`src/rtl/fir_ctrl_pkg.sv`:
```
// fir_ctrl_pkg: state encoding and default parameters shared by the FIR controller files
package fir_ctrl_pkg;
  localparam int DIV_DEF = 4;
  localparam int TAPS_DEF = 8;
  localparam int LAT_DEF = 1;
  localparam int DW_DEF = 32;
  typedef enum logic [1:0] {IDLE, SHIFT, WAIT, OUT} state_t;
endpackage

```
`src/rtl/fir_ctrl_sample_tick.sv`:
```
// sample_tick: slot divider; tick on the first enabled cycle and every DIV cycles after
module sample_tick #(
  parameter int DIV = 4
) (
  input  logic clk,
  input  logic reset,
  input  logic en,
  output logic tick,
  output logic last
);
  localparam int CW = DIV > 1 ? $clog2(DIV) : 1;
  logic [CW-1:0] cnt;
  assign tick = en && cnt == '0;
  assign last = en && cnt == CW'(DIV - 1);
  always_ff @(posedge clk or posedge reset)
    if (reset) cnt <= '0;
    else cnt <= (en && !last) ? cnt + CW'(1) : '0;
endmodule

```
`src/rtl/fir_ctrl.sv`:
```
// fir_ctrl: shifts a latched frame into an external FIR, waits its latency, then hands the result downstream
module fir_ctrl
  import fir_ctrl_pkg::*;
#(
  parameter int DIV = DIV_DEF,
  parameter int TAPS = TAPS_DEF,
  parameter int LAT = LAT_DEF,
  parameter int DW = DW_DEF
) (
  input  logic            clk,
  input  logic            reset,
  input  logic            start,
  input  logic [TAPS-1:0] frame,
  output logic            fir_sample,
  output logic            fir_signal,
  input  logic [DW-1:0]   fir_data,
  output logic [DW-1:0]   result,
  output logic            result_valid,
  input  logic            result_ready,
  output logic            busy,
  output logic            done
);
  localparam int IW = TAPS > 1 ? $clog2(TAPS) : 1;
  localparam int LW = LAT > 1 ? $clog2(LAT) : 1;
  state_t state, next;
  logic [TAPS-1:0] frm;
  logic [IW-1:0] idx;
  logic [LW-1:0] wcnt;
  logic tick, last, last_bit, lat_done, accept;
  sample_tick #(.DIV(DIV)) u_tick (
    .clk(clk),
    .reset(reset),
    .en(state == SHIFT),
    .tick(tick),
    .last(last)
  );
  assign last_bit = idx == IW'(TAPS - 1);
  assign lat_done = wcnt == LW'(LAT - 1);
  assign accept = state == OUT && result_ready;
  assign fir_sample = tick;
  assign fir_signal = state == SHIFT && frm[idx];
  assign busy = state != IDLE;
  assign result_valid = state == OUT;
  always_comb begin
    next = state;
    unique case (state)
      IDLE:  next = start ? SHIFT : IDLE;
      SHIFT: next = (last && last_bit) ? WAIT : SHIFT;
      WAIT:  next = lat_done ? OUT : WAIT;
      OUT:   next = result_ready ? IDLE : OUT;
      default: next = IDLE;
    endcase
  end
  always_ff @(posedge clk or posedge reset)
    if (reset) state <= IDLE;
    else state <= next;
  // frame is only latched on an accepted start, so changes while busy are invisible
  always_ff @(posedge clk or posedge reset)
    if (reset) begin
      frm <= '0;
      idx <= '0;
      wcnt <= '0;
      result <= '0;
      done <= 1'b0;
    end else begin
      done <= accept;
      if (state == IDLE && start) begin
        frm <= frame;
        idx <= '0;
      end else if (state == SHIFT && last) idx <= last_bit ? '0 : idx + IW'(1);
      wcnt <= (state == WAIT && !lat_done) ? wcnt + LW'(1) : '0;
      if (state == WAIT && lat_done) result <= fir_data;
    end
endmodule

```
`config.mk`:
```
export PLATFORM = sky130hd
export DESIGN_NAME = fir_ctrl
export DESIGN_NICKNAME = d
export VERILOG_FILES = /design/src/rtl/fir_ctrl_pkg.sv /design/src/rtl/fir_ctrl_sample_tick.sv /design/src/rtl/fir_ctrl.sv
export SDC_FILE = /design/constraint.sdc
export NUM_CORES = 1
export LEC_CHECK = 0
export ABC_AREA = 1
export CORE_AREA = 2 2 51 101
export CTS_BUF_LIST = sky130_fd_sc_hd__clkbuf_16
export CTS_CLUSTER_DIAMETER = 60
export DETAILED_ROUTE_END_ITERATION = 7
export DIE_AREA = 0 0 53 103
export GPL_TIMING_DRIVEN = 0
export PLACE_DENSITY = 0.84
export SYNTH_ARGS = -nofsm -noshare
export SYNTH_HDL_FRONTEND = slang
export SYNTH_HIERARCHICAL = 1
export SYNTH_SLANG_ARGS = --single-unit
```
`constraint.sdc`:
```
create_clock -name clk -period 2.7 [get_ports clk]
set_input_delay 0.27 -clock clk [delete_from_list [all_inputs] [get_ports clk]]
set_output_delay 0.27 -clock clk [all_outputs]
set_load 0.02 [all_outputs]
```
# Yosys cells after proc, flatten, opt, wreduce, memory -nomap -nowiden
# Index checks and enable logic that the tools add are counted.
# classes
n_eq_ne,5
magnitude_cmp,1
n_reduce_logical,15
n_addsub,3
bitwise_logic,1
mux,12
# ops
operator,n
$logic_and 1x1->1,10
$mux 3,3
$pmux 2 s4,1
$eq 2x2->1 const B,3
$mux 2,3
$logic_not 2->1,2
$lt 3x4->1 const B,1
$mux 1,4
$reduce_bool 2->1,2
$add 3x1->3 const B,1
$bmux 1 s3,1
$eq 3x3->1 const B,1
$add 2x1->2 const B,1
$eq 2x1->1 const B,1
$add 1x1->1 const B,1
$logic_not 1->1,1
$not 1->1,1
# totals
input_bits,44
word_cells,44
reg_bits,49
out_inout_bits,37

# Logic depth before layout (Yosys ltp)
# depth
ltp_word,5
depth_mapped,9
ltp_nobuf,9

# By module
# Netlist, hierarchy kept.
# modules_own_cells
mod,n_inst,area_each_um2,seq_area_each_um2,cells_each
fir_ctrl,1,2019.4,1176.1,230
sample_tick,1,120.1,50.0,16

# Worst setup path before layout
# OpenSTA, ideal clock, no wires.
# synth_path
kind,register to output
start,register idx[0]
end,output fir_signal
required_ns,2.430
setup_slack_ns,1.403
path_buffers,0
arrival_ns,1.027
stages_incl_launch_ff,7
cell_sequence,dfrtp_1 inv_1 nand2_1 nand3_1 nand3_1 nand2_1 nor2_1
# synth_between
elab_chain_len,3
# synth_lines
item,line_no,text
start: declaration,fir_ctrl.sv:27,logic [IW-1:0] idx;
start signal: assignment,fir_ctrl.sv:70,end else if (state == SHIFT && last) idx <= last_bit ? '0 : idx + IW'(1);
$bmux 1 s3,fir_ctrl.sv:41,assign fir_signal = state == SHIFT && frm[idx];
$mux 1 (not written as such),fir_ctrl.sv:41,
$logic_and 1x1->1,fir_ctrl.sv:41,
end: declaration,fir_ctrl.sv:15,"output logic fir_signal,"
# No other way between the ends. The select of a mux whose other input is x is not followed.

# Final worst setup path
# Same ends and word-level chain as after synthesis.

==> impl_results.md <==
* Status: completed
* Placed instance area at 0.003032 mm^2
* XOR/XNOR Fraction of Synth Area at 0%
* CP Launch Type: register
* Yosys warns at 6
* Post-route cell area at between 0.003 and 0.004 mm^2
* P&R area growth vs syn at 49.47%
* Via density at 4.957
* ANT nets after route at 0
* Largest cells by area after synthesis: dfrtp_1, nand2_1, nand3_1, inv_1, ha_1
* Syn Inst Count at ~250
* Top cells by count, synth: nand2_1, dfrtp_1, nand3_1, inv_1, nor2_1
* Slew Viols, Final at 0
* Post-synth EDFFs at 0
* Clock root cell: clkbuf_16
* Most numerous cell in the Yosys netlist: nand2_1
* Max incr delay on CP at about 0.62 ns
* CP Capture Type: output pin
* Met3 usage at between 5 and 6%
* Max cap viols at 0
* Unrepaired setup endpoints after global routing: false
* Met2 GRT Util at about a third
* Cts repair resizes at 0
* Sw frac at between 30% and 40%
* CP arrival at 1.86 ns
* First drt pass iteration count at 4
* Ports at 81
* Post-layout util at 67.62%
* Clock Power Share at roughly 20%
* GRT overflow at 0
* Clock Skews at 0.003838 ns
* Post-DP HPWL at 3.688 mm
* Chip Height at roughly 100 um
* Final worst-path setup slack at 0.5651 ns
* Clock buffer depth at 2
* Via count of the first global-routing pass at 1904
* CTS tree: yes
* Post-CTS setup buffers at 0
* Worst-Skew Late Latency at 0.28 ns
* First-pass GRT wire length at 8.342 mm
* Switching power at 1291 uW
* Total power per unit cell area at 1099 mW/mm^2
* Number of nets in the final layout at 382
* 1st-iter DRT viols at 66
* Crit Path Class: register to output pin
* Mapped Area at between 0.002 and 0.0025 mm^2
* Cell breakdown of the critical path: inv_1, nand2_1, nand3_1, nand3_1, nand2_1, nor2_1, clkdlybuf4s50_1
* Worst min-delay path class: input port to asynchronous set/reset pin
* Final Cycle Share at 79.07%
* FMAX at 468.4 MHz
* Worst slack, placed at 0.8675 ns
* Max VDD drop at 0.6543 mV
* CTS Sinks at just under 50
* Largest net degree at the start of global routing at 37
* Global routing's busiest layer: met2
* Register area share after synthesis at 57.31%
* Comb power frac at 44.9%
* GP Congestion at 0.7951
* Yosys top cell area share at a little under three fifths
* ANT cells at 0
* # fillers at 377
* H-tree depth at 2
* Share of cells above drive strength 1 at a little over 8%
* # port buffers at 80
* Initial antenna violation count at 0
* GRT Resource Usage Total at between 20% and 30%
* # DRC at 0
* Reg power frac at 35.6%
* Row count at 36
* Critical path required time at 2.43 ns
* Final hold violation count at 0
* Die width at 53 um
* Ys flop type: dfrtp_1
* M1 GR Usage at 26.45%
* Core area at 0.004730 mm^2
* Critical-path top delay cell: clkdlybuf4s50_1
* Avg Inst Size Synth at 8.697 um^2
* Tmin final at 2.135 ns
* Die area at 0.005459 mm^2
* Largest family of logic cells by synthesized area: simple AND/OR/NAND/NOR gates
* Leakage power at 0.001556 uW
* Initial cell density of the core at approximately 45%
* Yosys cell types at 19
* Final setup vio count at 0
* Simple-gate share of the synthesized area at around 29%
* Dominant cell type by area after synthesis: dfrtp_1
* Setup TNS at 0 ns
* Async set or reset register ratio after synthesis at 100.0%
* Synth Area in Compound Gates at 3.450%
* Adder-cell share of the synthesized area at 2.339%
* Clk pin slew, worst setup/hold paths at ~0.060 ns
* Syn nets at 294
* Routed Wire Length at approximately 5.0 mm
* Synth Register Bits at 49
* Multiplexer share of the synthesized area at 0%
* Cts bufs inserted at 5
* WL/cell at 12.77 um
* Routed via count at 1943
* Maximum fanout along the worst path at 7
* Internal Power at 2223 uW
* Hold buffer count at CTS at 0
## registers in the layout (all words and copies together) (netlist names)
signal and count:
result 32, state 2, idx 3, u_tick/cnt 2
frm 8, done 1, wcnt 1
## power by group through the flow
stage / combinational [uW] / sequential, uW / clock [uW]
floorplan: 544 / 1530 / 0
global placement: 1530 / 1250 / 0
detailed placement: 1580 / 1250 / 0
CTS: 1590 / 1250 / 699
global route: 1740 / 1290 / 732
finish: 1580 / 1250 / 688
## cell families after synthesis
logic type / count (synthesis)
AND/OR/NAND/NOR: 144
buffers and inverters: 36
adder cells (fa/ha/maj): 4
AO/OA/AOI/OAI: 12
flip-flops: 49
other: 1
## critical path: cells and delay by family, from the launching register on
kind	cells	cell delay, ns
and+or+nand+nor	5	0.40
DFF	1	0.44
buffers and inverters	2	0.75
## routing by layer
metal  wire length (um)  up-vias  part of all wire (%)
li1                   -      942                     -
met1               2121      894                    42
met2               2364       98                    47
met3                430        9                   8.6
met4                 91        0                   1.8
met5                  0        -                     0
## worst paths after layout
path,cells past startpoint,from,slack [ns],end
worst max-delay path,7,idx[0],0.57,fir_signal
worst min-delay path,2,reset,0.19,u_tick/cnt[0]
worst max register to register,9,state[0],1.34,idx[0]
worst min register to register,1,u_tick/cnt[0],0.47,u_tick/cnt[0]
max in group asynchronous,3,reset,1.94,result[18]
min in group clk,1,u_tick/cnt[0],0.47,u_tick/cnt[0]
## final cells by class
type | instances | area [um^2] | area share (%)
inverters | 25 | 93.84 | 2.934
flip-flops and latches | 49 | 1226 | 38.34
well taps | 57 | 71.32 | 2.230
plain buffers | 11 | 81.33 | 2.543
clock buffers | 5 | 125.1 | 3.912
multi-input cells | 161 | 738.2 | 23.08
repair buffers | 81 | 820.8 | 25.67
clock inverters | 3 | 41.29 | 1.291
## layout by cell type, fill, tap and decap left out
| cell | instances |
|---|---|
| clkinvlp_4 | 1 |
| a211oi_1 | 1 |
| dfrtp_1 | 49 |
| buf_2 | 2 |
| ha_1 | 4 |
| clkdlybuf4s50_1 | 80 |
| nand2_1 | 87 |
| clkinv_1 | 1 |
| buf_6 | 3 |
| nor2_1 | 13 |
| buf_4 | 4 |
| nand2_4 | 1 |
| conb_1 | 1 |
| nand3_1 | 40 |
| inv_2 | 4 |
| clkbuf_1 | 2 |
| buf_12 | 1 |
| a21oi_1 | 8 |
| nor2_4 | 1 |
| o21ai_2 | 2 |
| clkbuf_16 | 5 |
| bufinv_16 | 1 |
| o2111ai_1 | 1 |
| inv_1 | 21 |
| nor2_2 | 2 |
## metrics by stage
step	total power (uW)	hold WS, ns	cells
3_5_place_dp	2838	0.4557	384
6_report	3515	0.1926	392
5_1_grt	3765	0.1972	392
3_3_place_gp	2772	0.4389	383
2_1_floorplan	2077	0.01118	246
4_1_cts	3543	0.1889	392
Note: power is estimated with default switching activity, not from simulation.
